[src/rtl/fetch_pkg.sv]
// Shared types and constants for the RV32 instruction-fetch stage.
package fetch_pkg;

  localparam int DEFAULT_XLEN = 32;
  localparam logic [31:0] NOP_INSTR = 32'h0000_0013;  // addi x0,x0,0

  typedef enum logic [1:0] {
    IDLE,  // nothing outstanding
    WAIT,  // response outstanding and wanted
    DROP   // response outstanding but stale after a redirect
  } fetch_state_t;

endpackage

[src/rtl/fetch_hold_buf.sv]
// One-entry skid register holding an instruction whose response arrived
// while Decode was stalled.
module fetch_hold_buf #(
  parameter int XLEN = fetch_pkg::DEFAULT_XLEN
) (
  input  logic            clk,
  input  logic            reset,
  input  logic            clear,
  input  logic            write,
  input  logic            read,
  input  logic [XLEN-1:0] new_instr,
  input  logic [XLEN-1:0] new_pc,
  output logic [XLEN-1:0] instr,
  output logic [XLEN-1:0] pc,
  output logic            full
);

  always_ff @(posedge clk or posedge reset) begin
    if (reset)      full <= 1'b0;
    else if (clear) full <= 1'b0;
    else if (write) full <= 1'b1;
    else if (read)  full <= 1'b0;
  end

  // NOTE: payload is qualified by full, so it carries no reset and stays a plain register.
  always_ff @(posedge clk) begin
    if (write && !clear) begin
      instr <= new_instr;
      pc    <= new_pc;
    end
  end

endmodule

[src/rtl/fetch_stage.sv]
// Instruction fetch with a single outstanding imem request, a stall skid
// buffer and the IF/ID pipeline register.
module fetch_stage #(
  parameter int              XLEN      = fetch_pkg::DEFAULT_XLEN,
  parameter logic [XLEN-1:0] RESET_PC  = '0,
  parameter logic [XLEN-1:0] NOP_INSTR = fetch_pkg::NOP_INSTR
) (
  input  logic            clk,
  input  logic            reset,
  input  logic            StallD,
  input  logic            FlushD,
  input  logic            PCSrcE,
  input  logic [XLEN-1:0] PCTargetE,
  output logic            imem_req,
  output logic [XLEN-1:0] imem_addr,
  input  logic            imem_ready,
  input  logic            imem_rvalid,
  input  logic [XLEN-1:0] imem_rdata,
  output logic [XLEN-1:0] PCF,
  output logic [XLEN-1:0] InstrF,
  output logic            ValidD,
  output logic [XLEN-1:0] InstrD,
  output logic [XLEN-1:0] PCD,
  output logic [XLEN-1:0] PCPlus4D
);

  import fetch_pkg::*;

  fetch_state_t    state, state_next;
  logic [XLEN-1:0] pc_out;
  logic [XLEN-1:0] hold_instr, hold_pc;
  logic            hold_full;
  logic            can_load, resp_wait;
  logic            load_hold, load_resp, park_resp, accept;

  assign can_load  = !ValidD || !StallD;
  assign resp_wait = (state == WAIT) && imem_rvalid;
  // A redirect kills everything in flight, so it vetoes every load/park path.
  assign load_hold = hold_full && can_load && !PCSrcE;
  assign load_resp = resp_wait && !hold_full && can_load && !PCSrcE;
  assign park_resp = resp_wait && !can_load && !PCSrcE;
  assign accept    = imem_req && imem_ready;

  fetch_hold_buf #(.XLEN(XLEN)) u_hold (
    .clk      (clk),
    .reset    (reset),
    .clear    (PCSrcE),
    .write    (park_resp),
    .read     (load_hold),
    .new_instr(imem_rdata),
    .new_pc   (pc_out),
    .instr    (hold_instr),
    .pc       (hold_pc),
    .full     (hold_full)
  );

  always_ff @(posedge clk or posedge reset) begin
    if (reset) state <= IDLE;
    else       state <= state_next;
  end

  // NOTE: every always_comb output gets a default first so no path can infer a latch.
  always_comb begin
    state_next = state;
    unique case (state)
      IDLE: if (accept) state_next = WAIT;
      WAIT: begin
        if (PCSrcE)           state_next = imem_rvalid ? IDLE : DROP;
        else if (imem_rvalid) state_next = accept ? WAIT : IDLE;
      end
      DROP: if (imem_rvalid) state_next = IDLE;
      default: state_next = IDLE;
    endcase
  end

  always_comb begin
    imem_req  = !reset && !PCSrcE && !hold_full && ((state == IDLE) || load_resp);
    imem_addr = PCF;
    InstrF    = NOP_INSTR;
    if (load_hold)      InstrF = hold_instr;
    else if (load_resp) InstrF = imem_rdata;
  end

  // NOTE: sequential state uses non-blocking assignments so all registers see pre-edge values.
  always_ff @(posedge clk or posedge reset) begin
    if (reset) begin
      PCF    <= RESET_PC;
      pc_out <= RESET_PC;
    end else if (PCSrcE) begin
      PCF <= PCTargetE;
    end else if (accept) begin
      PCF    <= PCF + XLEN'(4);
      pc_out <= PCF;
    end
  end

  always_ff @(posedge clk or posedge reset) begin
    if (reset) begin
      ValidD   <= 1'b0;
      InstrD   <= NOP_INSTR;
      PCD      <= '0;
      PCPlus4D <= '0;
    end else if (PCSrcE || FlushD) begin
      ValidD <= 1'b0;
      InstrD <= NOP_INSTR;
    end else if (load_hold) begin
      ValidD   <= 1'b1;
      InstrD   <= hold_instr;
      PCD      <= hold_pc;
      PCPlus4D <= hold_pc + XLEN'(4);
    end else if (load_resp) begin
      ValidD   <= 1'b1;
      InstrD   <= imem_rdata;
      PCD      <= pc_out;
      PCPlus4D <= pc_out + XLEN'(4);
    end else if (!StallD) begin
      ValidD <= 1'b0;
      InstrD <= NOP_INSTR;
    end
  end

endmodule

[config.mk]
export PLATFORM = sky130hd
export DESIGN_NAME = fetch_stage
export DESIGN_NICKNAME = d
export VERILOG_FILES = /design/src/rtl/fetch_pkg.sv /design/src/rtl/fetch_hold_buf.sv /design/src/rtl/fetch_stage.sv
export SDC_FILE = /design/constraint.sdc
export NUM_CORES = 1
export LEC_CHECK = 0
export ABC_AREA = 1
export ABC_CLOCK_PERIOD_IN_PS = 6100
export BUFFER_PORTS_ARGS = -buffer_cell sky130_fd_sc_hd__buf_2
export CAP_MARGIN = 20
export CORE_MARGIN = 1
export CORE_UTILIZATION = 54
export DETAILED_ROUTE_END_ITERATION = 12
export GPL_TIMING_DRIVEN = 0
export PLACE_DENSITY_LB_ADDON = 0.25
export SLEW_MARGIN = 15
export SYNTH_ARGS = -nofsm -noshare
export SYNTH_HDL_FRONTEND = slang
export SYNTH_SLANG_ARGS = --single-unit
[constraint.sdc]
create_clock -name clk -period 6.1 [get_ports clk]
set_clock_uncertainty 0.05 [all_clocks]
set_input_delay 0.61 -clock clk [delete_from_list [all_inputs] [get_ports clk]]
set_output_delay 0.61 -clock clk [all_outputs]
set_load 0.02 [all_outputs]
==> results of run 1 <==
area by class of cell:
type,instances,area (µm²)
Timing Repair Buffer,268,1431
Clock inverter,16,216.5
Multi-Input combinational cell,770,3689
Inverter,125,476.7
Buffer,83,510.5
Sequential cell,226,5979
Tap cell,260,325.3
Clock buffer,30,664.4
Fill cell,1601,5725
sequential cells by signal (all words and copies together) (netlist names):
name,flops
u_hold.full,1
PCD,32
PCF,32
PCPlus4D,30
state,2
InstrD,32
pc_out,32
u_hold.instr,32
u_hold.pc,32
ValidD,1
power by group through the flow:
| stage | logic [W] | clock network (W) | registers (W) |
|---|---|---|---|
| global placement | 0.000780 | 0 | 0.00188 |
| global route | 0.000893 | 0.00167 | 0.00188 |
| finish | 0.000810 | 0.00159 | 0.00186 |
| floorplan | 0.000402 | 0 | 0.00198 |
| CTS | 0.000810 | 0.00161 | 0.00186 |
| detailed placement | 0.000803 | 0 | 0.00189 |
cell families after synthesis:
family / synth area share
and+or+nand+nor: 0.2293
DFF: 0.5620
buffers and inverters: 0.09207
AOI/OAI and AO/OA: 0.09948
xor gates and xnor gates: 0.01482
adders and majority gates: 0.002351
worst max-delay path: cells and delay by family (launching register included):
family	cells	cell delay, ns
compound gates	1	0.16
buf+inv	6	1.13
flops	1	0.36
simple gates	2	0.45
final timing paths:
kind	from	cells past startpoint	to	slack, ns
min	reset	2	InstrD[5]	0.08
min in group clk	imem_rdata[3]	1	u_hold.instr[3]	0.22
max	state[0]	9	InstrF[2]	2.78
min reg2reg	pc_out[2]	0	u_hold.pc[2]	0.40
max in group asynchronous	reset	3	PCD[26]	5.09
max reg2reg	ValidD	14	PCPlus4D[28]	3.51
stage by stage:
stage	setup WS, ns	utilization
6_report	2.784	0.6989
5_1_grt	2.560	0.6989
4_1_cts	2.791	0.6989
3_5_place_dp	3.081	0.6526
3_3_place_gp	-0.9146	0.6461
2_1_floorplan	1.068	-
layout by cell type, fill, tap and decap left out, drive strengths merged:
cell and instances:
a22oi 29, nand2 345, o221ai 4, edfxtp 64
nor4 1, bufinv 4, o21ai 104, nor2 109
buf 334, nor3 12, o211ai 18, nand3 86
nor3b 1, dfstp 3, a21oi 10, xor2 17
clkbuf 47, inv 126, clkinvlp 4, ha 2
dfrtp 159, nand4 14, a31oi 9, xnor2 1
clkinv 7, or2 1, o22ai 7
layer usage:
metal,GRT usage,vias to the layer above,routed length (µm)
li1,-,4513,-
met1,0.3960,4443,12510
met2,0.4850,416,13790
met3,0.03432,44,2018
met4,0.08772,0,642
met5,0,-,0
==> flow_summary.yaml, run 1 <==
worst_setup_path:
  startpoint_type: "flip-flop"
  cp_cell_sequence: "inv_1, nor2_1, nand4_2, inv_1, buf_2, buf_1, a22oi_1, inv_1, buf_2"
  cp_slowest_cell: "buf_1"
  crit_fanout: 10
  cp.required_ns: 5.44
  cp.arrival_ns: 2.66
  cpMostUsedCell: "inv_1"
  worst_setup_path_end_kind: "primary output"
  critPathMaxStageDelay_ns: 0.43
  crit_type: "reg2out"
floorplan:
  die_h_um: 142.4
  top_level_ports: 265
  num_rows: 50
  initial_core_util: 0.5595
  die_x_um: 142.4
  die-area_um2: 20270
  coreArea_um2: 19020
final_layout:
  nets: 1572
  stdcell_area_um2: 13290
  instances_no_fill: 1778
  n_antenna_cell: 0
  area_delta_synth_final_pct: 24.93
  drive_above_1_share: 0.2767
power_and_ir_drop:
  power_w: 0.004265
  power_density_nw_per_um2: 320.9
  power_frac_comb: 0.190
  switching_share: 0.3075
  p_int_w: 0.002953
  switchingPower_w: 0.001312
  seqPwrFrac: 0.437
  p_leak_nw: 6.727
  max-vdd-ir-drop_v: 0.0002060
  power_frac_clock: 0.373
synth:
  synth_cells: 1204
  yosysWarnings: 0
  synth-seq-area-share: 0.5620
  synth.area.top_cells: "dfrtp_1, edfxtp_1, nand2_1"
  ys.flop_type: "dfrtp_1"
  async_flop_share: 0.7168
  synth_common_cells: "nand2_1, dfrtp_1, inv_1"
  yosysMostFrequentCell: "nand2_1"
  syn_area_um2: 10640
  synth_top_area_frac: 0.3739
  ys_ff_latch: 226
  synth-edff-count: 64
  synthesis.nets: 1277
  avgSynthCellArea_um2: 8.837
  post_synth_num_cell_types: 35
  yosysTopAreaCell: "dfrtp_1"
clock_tree:
  path_clk_slew_ns: 0.06
  cts-root-buf: "clkbuf_16"
  cts_tree: "yes"
  h-tree-depth: 1
  cts_buffers: 25
  postCtsHoldBufs: 0
  clock_latency_ns: 0.53
  clkSinkCount: 226
  postCtsResizedCells: 0
  post-cts-setup-buffers: 0
  cts.path.max_buffers: 3
drt:
  drc: 0
  vias: 9416
  drt-vias-per-instance: 5.296
  routed_wl_mm: 28.96
  dr.pass1.iters: 8
  postRouteAntennaNets: 0
  drt-initial-drc-count: 792
  wl_per_cell_um: 16.29
sta:
  min_period_over_period: 0.5436
  max_freq_mhz: 301.6
  drv_slew: 0
  fin_setup_tns_ns: 0
  worst_pin_slew_ns: 0.5526
  min_period_ns: 3.316
  rsz0062_at_grt: "false"
  setup-violations-final: 0
  hold_viol_final: 0
  maxSlewHeadroom: 0.6277
  hold_slack_ns: 0.07730
global_route:
  overflow: 0
  grt_pass1_vias: 8917
  grt_max_degree: 91
  grt_pass1_wl_mm: 45.80
  track_usage: 0.2897
  antenna_found_initial: 0
worst_hold_path:
  min-delay-path-class: "in2async"
place:
  dp_hpwl_mm: 21.28
  post_dp_cell_area_um2: 12410
  routabilityCongestion: 0.9371
  io_buffers: 264
  dp.cells: 1732
job:
  cap_violations: 0
run_status:
  status: "finished, final reports clean"
No activity file was read; power rests on OpenSTA's default activity.
==> inputs of run 2 (changes only) <==
--- a/config.mk
+++ b/config.mk
@@ -6,7 +6,7 @@
 export NUM_CORES = 1
 export LEC_CHECK = 0
 export ABC_AREA = 1
-export ABC_CLOCK_PERIOD_IN_PS = 6100
+export ABC_CLOCK_PERIOD_IN_PS = 3340
 export BUFFER_PORTS_ARGS = -buffer_cell sky130_fd_sc_hd__buf_2
 export CAP_MARGIN = 20
 export CORE_MARGIN = 1
==> constraint.sdc (replaced) <==
create_clock -name clk -period 3.34 [get_ports clk]
set_clock_uncertainty 0.05 [all_clocks]
set_input_delay 0.334 -clock clk [delete_from_list [all_inputs] [get_ports clk]]
set_output_delay 0.334 -clock clk [all_outputs]
set_load 0.02 [all_outputs]
==> flow_summary.yaml, run 2 (synthesis gave the netlist of run 1 again) <==
clock_tree:
  path_clk_slew_ns: 0.06
  h-tree-depth: 1
  cts.path.max_buffers: 3
  cts_buffers: 25
  cts_tree: "yes"
  post-cts-setup-buffers: 0
  cts-root-buf: "clkbuf_16"
  clock_latency_ns: 0.51
  clkSinkCount: 226
  postCtsResizedCells: 0
  postCtsHoldBufs: 46
sta:
  setup-violations-final: 0
  rsz0062_at_grt: "false"
  worst_pin_slew_ns: 0.6441
  min_period_ns: 3.074
  maxSlewHeadroom: 0.5661
  fin_ws_ns: 0.2664
  min_period_over_period: 0.9202
  max_freq_mhz: 325.3
  hold_viol_final: 0
  drv_slew: 0
drt:
  routed_wl_mm: 30.23
  drt-vias-per-instance: 5.360
  dr.pass1.iters: 5
  drt-initial-drc-count: 659
  vias: 9792
  wl_per_cell_um: 16.55
  postRouteAntennaNets: 0
  drc: 0
worst_setup_path:
  r2r_cells: 14
  crit_type: "reg2out"
  rrSetupSlack_ns: 0.75
  worst_setup_path_end_kind: "primary output"
  r2r-start: "ValidD"
  startpoint_type: "flip-flop"
  reg2reg_to: "PCPlus4D[28]"
  cp.required_ns: 2.96
  crit_fanout: 10
  cp.arrival_ns: 2.69
final_layout:
  final_cell_mix: "nand2_1, buf_2, dfrtp_1"
  layout_commonest_cell: "nand2_1"
  nets: 1622
  n_antenna_cell: 0
  n_fill_cell: 1492
  drive_above_1_share: 0.2680
  area_delta_synth_final_pct: 29.35
place:
  routabilityCongestion: 0.9566
  dp_hpwl_mm: 21.44
  io_buffers: 264
  preCtsSetupSlack_ns: 0.7432
worst_hold_path:
  min-delay-path-class: "in2reg"
  min_to: "PCF[21]"
  whs_path_depth: 3
  worstHoldStart: "PCTargetE[21]"
floorplan:
  top_level_ports: 265
  die-area_um2: 20270
  coreArea_um2: 19020
  initial_core_util: 0.5595
  die_x_um: 142.4
  die_h_um: 142.4
  num_rows: 50
global_route:
  grt_pass1_vias: 9254
  grt_pass1_wl_mm: 47.47
  grt_max_degree: 30
  antenna_found_initial: 0
  overflow: 0
  track_usage: 0.3003
power_and_ir_drop:
  power_w: 0.007684
  p_leak_nw: 6.928
  power_density_nw_per_um2: 558.3
  max-vdd-ir-drop_v: 0.0004541
job:
  cap_violations: 0
run_status:
  status: "finished, final reports clean"
## run 2: cell count changes in the layout (fill, tap and decap cells not counted), sizes merged
cell / change
bufinv: -3
clkbuf: +5
buf: +4
dlygate4sd3: +46
clkinvlp: -1
clkinv: -2
## run 2: how the worst max path moves through the flow
stage,startpoint,to,slack [ns],depth (start not counted)
after floorplan,state[1],u_hold.instr[0],0.54,3
after global placement,PCSrcE,u_hold.instr[28],-0.29,4
final,state[1],InstrF[3],0.27,8
after detailed placement,PCSrcE,PCPlus4D[28],0.74,15
after CTS,ValidD,InstrF[5],0.31,8
after global routing,u_hold.full,InstrF[2],0.06,8
## run 2: stage by stage
step | setup TNS, ns | utilization | instances | cell area (µm²) | hold WS [ns]
2_1_floorplan | 0 | - | 1204 | 10650 | 0.3749
3_3_place_gp | -40.54 | 0.6464 | 1728 | 12290 | 0.3761
3_5_place_dp | 0 | 0.6563 | 1736 | 12480 | 0.3053
4_1_cts | 0 | 0.7237 | 1827 | 13760 | 0.0005237
5_1_grt | 0 | 0.7237 | 1827 | 13760 | 0.02223
6_report | 0 | 0.7237 | 1827 | 13760 | 0.01697
## run 2: area by class of cell
type                       instances  area (µm²)  share of cell area
sequential                       226        5979              0.4345
multi-input combinational        770        3689              0.2680
timing repair buffer             318        1964              0.1427
clock buffer                      35       735.7             0.05345
buffer                            83       510.5             0.03709
inverter                         125       473.0             0.03436
tap                              260       325.3             0.02364
clock inverter                    10       86.33            0.006273
## run 2: critical path, cell delays in order (launching register included)
cell	delay, ns
dfrtp_1	0.39
nor2_1	0.23
nand4_2	0.28
inv_1	0.14
buf_2	0.25
buf_1	0.45
a22oi_1	0.19
inv_1	0.10
buf_2	0.16
## run 2: layer usage
| layer | GRT usage | up-vias | part of all wire |
|---|---|---|---|
| li1 | - | 4614 | - |
| met1 | 0.3941 | 4673 | 0.42 |
| met2 | 0.5108 | 436 | 0.48 |
| met3 | 0.03499 | 69 | 0.065 |
| met4 | 0.1166 | 0 | 0.034 |
| met5 | 0 | - | 0 |
## run 2: power breakdown
group | switching (W) | total, W | internal, W
registers | 0.000252 | 0.00340 | 0.00315
clock network | 0.00112 | 0.00274 | 0.00162
logic | 0.000994 | 0.00154 | 0.000546
